==> src/rtl/prbs26_pkg.sv <==
// rtl/prbs26_pkg.sv - shared constants, state encoding and saturating increment for the PRBS26 checker
package prbs26_pkg;

   localparam int PRBS_LEN = 26;
   localparam int TAP_A    = 25;
   localparam int TAP_B    = 24;
   localparam int TAP_C    = 18;
   localparam int TAP_D    = 17;

   typedef enum logic [1:0] {
      HUNT   = 2'd0,
      VERIFY = 2'd1,
      LOCKED = 2'd2
   } state_t;

   // Increment a counter of the given width, holding at all-ones.
   function automatic logic [31:0] sat_inc(input logic [31:0] value, input int width);
      logic [31:0] max_value;
      max_value = (width >= 32) ? 32'hFFFF_FFFF : ((32'd1 << width) - 32'd1);
      return (value == max_value) ? value : value + 32'd1;
   endfunction

endpackage

==> src/rtl/prbs26_predictor.sv <==
// rtl/prbs26_predictor.sv - 26-bit history register and next-bit predictor for x^26+x^8+x^7+x+1
module prbs26_predictor
   import prbs26_pkg::*;
(
   input  logic clk,
   input  logic rst,
   input  logic shift_en,
   input  logic use_pred,
   input  logic din,
   output logic pred,
   output logic next_nonzero
);

   logic [PRBS_LEN-1:0] hist;
   logic                shift_bit;

   assign pred         = hist[TAP_A] ^ hist[TAP_B] ^ hist[TAP_C] ^ hist[TAP_D];
   assign shift_bit    = use_pred ? pred : din;
   // Nonzero test of the history as it would look after shifting in din.
   assign next_nonzero = |{hist[PRBS_LEN-2:0], din};

   always_ff @(posedge clk) begin
      if (rst) begin
         hist <= '0;
      end else if (shift_en) begin
         hist <= {hist[PRBS_LEN-2:0], shift_bit};
      end
   end

endmodule

==> config.mk <==
export PLATFORM = sky130hd
export DESIGN_NAME = prbs26_predictor
export DESIGN_NICKNAME = d
export VERILOG_FILES = /design/src/rtl/prbs26_pkg.sv /design/src/rtl/prbs26_predictor.sv
export SDC_FILE = /design/constraint.sdc
export NUM_CORES = 1
export LEC_CHECK = 0
export ABC_AREA = 1
export CORE_MARGIN = 2
export CORE_UTILIZATION = 38
export CTS_CLUSTER_SIZE = 8
export DETAILED_ROUTE_END_ITERATION = 8
export SYNTH_ARGS = -nofsm -noshare
export SYNTH_HDL_FRONTEND = slang
export SYNTH_SLANG_ARGS = --single-unit
==> constraint.sdc <==
create_clock -name clk -period 2.4 [get_ports clk]
set_input_delay 0.48 -clock clk [delete_from_list [all_inputs] [get_ports clk]]
set_output_delay 0.48 -clock clk [all_outputs]
set_load 0.1 [all_outputs]
==> results by group <==
Routing
  – Drt pass-1 iters: 4
  – Vias per inst: 4.85
  – DRC: 0
  – Routed len/inst: 10.9 um
  – Final WL: 1.97 mm
  – Initial drt markers: 25
  – Post-route ant nets: 0
  – Routed via count: 878

Flow run
  – Max-Cap Viols: 0

Logic synthesis
  – Yosys reg bits: 26
  – Post-synthesis sequential area ratio: 48.4%
  – Cells after synthesis: 146
  – Ys async rst share: 0%
  – Largest area contributor in the netlist: dfxtp_1
  – Mapped Avg Cell Area: 7.36 um2
  – Syn nets: 151
  – Post-synth top flop: dfxtp_1
  – Synthesized cell area: 1070 um2
  – Top area cells in the synthesized netlist: dfxtp_1, nor2_1, o21ai_0
  – Share of the synthesized area in the top cell type: 48.4%
  – YS warnings: 0
  – Post-synth EDFFs: 0
  – Library cells used by synthesis: 17

Pwr
  – Reg power frac: 58.3%
  – Clock share of power: 26.7%
  – Combinational power share: 14.9%
  – Worst vdd ir: 0.000354 V
  – Switching power: 0.226 mW
  – Leakage: 0.494 nW
  – Total power: 0.821 mW
  – P_int: 0.595 mW
  – PwrDens: 706 nW/um2
  – Switching Share: 27.5%

Die
  – Site Rows: 19
  – Die H: 57.2 um
  – Die Wd: 57.2 um
  – Die ar.: 3270 um2
  – Starting density of the core: 39.7%
  – IO Count: 7
  – Total core area: 2710 um2

Critical path
  – Crit path largest cell delay: 0.43 ns
  – Crit path DAT: 1.49 ns
  – CP dominant cell by count: nor2_1
  – CP required: 1.92 ns
  – CP Capture Type: output port
  – Critical-path cell list: clkdlybuf4s50_1 > nor2_1 > nand3_1 > nor2_1 > nand2_1 > buf_12
  – Largest fanout on the critical path: 2
  – Slowest CP cell: clkdlybuf4s50_1
  – CP Launch Type: input port
  – CP delay by family, top: buffers and inverters
  – Worst path buffer plus inverter count: 2
  – Crit path kind: input port to output port

CTS
  – Later-pin clock latency in the skew report: 0.32 ns
  – Htree depth: 1
  – Deepest clock path buffer count: 2
  – Inserted Clock Buffers: 3
  – TritonCTS clock tree: done
  – Post-CTS resize count: 0
  – Post-CTS Setup Inserts: 0
  – Sink Count: 26
  – Clock Pin Slew Worst Setup and Hold Paths: 0.13 ns
  – Post-CTS Hold Buffers: 0
  – Root buffer cell: clkbuf_4

STA
  – RSZ-0062 raised after global routing: no
  – Final Max Tran Viols: 0
  – Finish-stage setup viols: 0
  – Tcrit/Tclk final: 82.0%
  – Final hold vios: 0
  – Tmin final: 1.97 ns
  – Max-slew headroom: 77.7%
  – Achievable frequency: 508 MHz
  – Clk_skew: 0.00317 ns
  – Slew @ Worst Pin: 0.335 ns
  – Setup tns final: 0 ns

GRT
  – GRT Total Usage: 14.3%
  – First-pass GRT wire length: 3.62 mm
  – Largest net degree at the start of global routing: 28
  – Vias in the first global route: 868
  – Initial antenna violation count: 0
  – Grt total ovfl: 0

Cells and area
  – Max reg flops: 26
  – Final core utilization: 42.9%
  – Commonest non-fill, non-tap cell in the layout: nor2_1
  – Largest register by flop count: hist
  – Synthesis-to-finish area growth: 8.15%
  – Reg area: 520 um2
  – Area of the multi-input gates: 455 um2
  – Filler cell count: 299
  – Share of layout cells above drive strength 1: 10.0%
  – Fin cells: 181
  – Leading registers by flop count: hist: 26 flops
  – Leading cell types in the layout, fill and taps excluded: nor2_1, dfxtp_1, o21ai_0
  – Final instance area: 1160 um2
  – # diodes: 0
  – Final nets: 156

Place
  – Port buffer count: 6
  – # placed instances: 177
  – Post-DP HPWL: 1.31 mm
  – Final RePlAce weighted congestion: 0.733
  – Dpl cell area: 1130 um2

Worst hold path
  – HP Class: register to register

Status
  – Outcome: completed
## worst min-delay path: cells and delay by family (launching register included)
kind                   cells  cell delay [ns]
DFF                        1             0.32
buffers and inverters      1             0.07
AOI/OAI and AO/OA          1             0.06
## kinds of logic (layout without fill, tap and decap cells)
group	Yosys count	count (layout)	share of synthesized area, %
AND/OR/NAND/NOR	69	69	25.7
AO/OA/AOI/OAI	35	35	16.6
flip-flops	26	26	48.4
buffers and inverters	16	20	9.20
## cell type report
type,count,area share (%)
flip-flops and latches,26,44.8
multi-input cells,104,39.2
repair buffers,7,6.46
well taps,31,3.34
clock buffers,4,3.12
inverters,9,3.12
## through the flow
step | worst slack, ns | hold slack, ns
final | 0.432 | 0.487
after global routing | 0.322 | 0.531
after floorplan | 0.666 | 0.453
after global placement | 0.425 | 0.475
after detailed placement | 0.425 | 0.469
after CTS | 0.416 | 0.488
## final timing paths
| path | slack [ns] | cells after the start | end | from |
|---|---|---|---|---|
| worst max-delay path | 0.43 | 6 | next_nonzero | din |
| worst min register to register | 0.49 | 2 | hist[9] | hist[9] |
| worst max register to register | 1.47 | 7 | hist[0] | hist[24] |
| worst min-delay path | 0.49 | 2 | hist[9] | hist[9] |
## cell usage after synthesis (2+ instances only)
library cell	n
nor2_1	48
dfxtp_1	26
o21ai_0	25
nand2_1	11
a21oi_1	8
inv_1	6
buf_6	4
nand3_1	4
nand2_2	3
buf_2	2
inv_2	2
nor3_1	2
## power groups by stage
stage / clock [mW] / sequential [mW] / combinational (mW)
after detailed placement: 0 / 0.488 / 0.124
after CTS: 0.230 / 0.479 / 0.125
after global placement: 0 / 0.487 / 0.121
after floorplan: 0 / 0.483 / 0.105
final: 0.219 / 0.479 / 0.123
after global routing: 0.246 / 0.484 / 0.141
## layer usage
| layer | vias to the layer above | wire, um | track usage (%) |
|---|---|---|---|
| met1 | 390 | 1000 | 18.5 |
| met4 | 0 | 38 | 6.98 |
| met2 | 10 | 880 | 23.3 |
| met3 | 4 | 54 | 2.04 |
| li1 | 474 | - | - |
| met5 | - | 0 | 0 |
(Power assumes the default switching activity.)
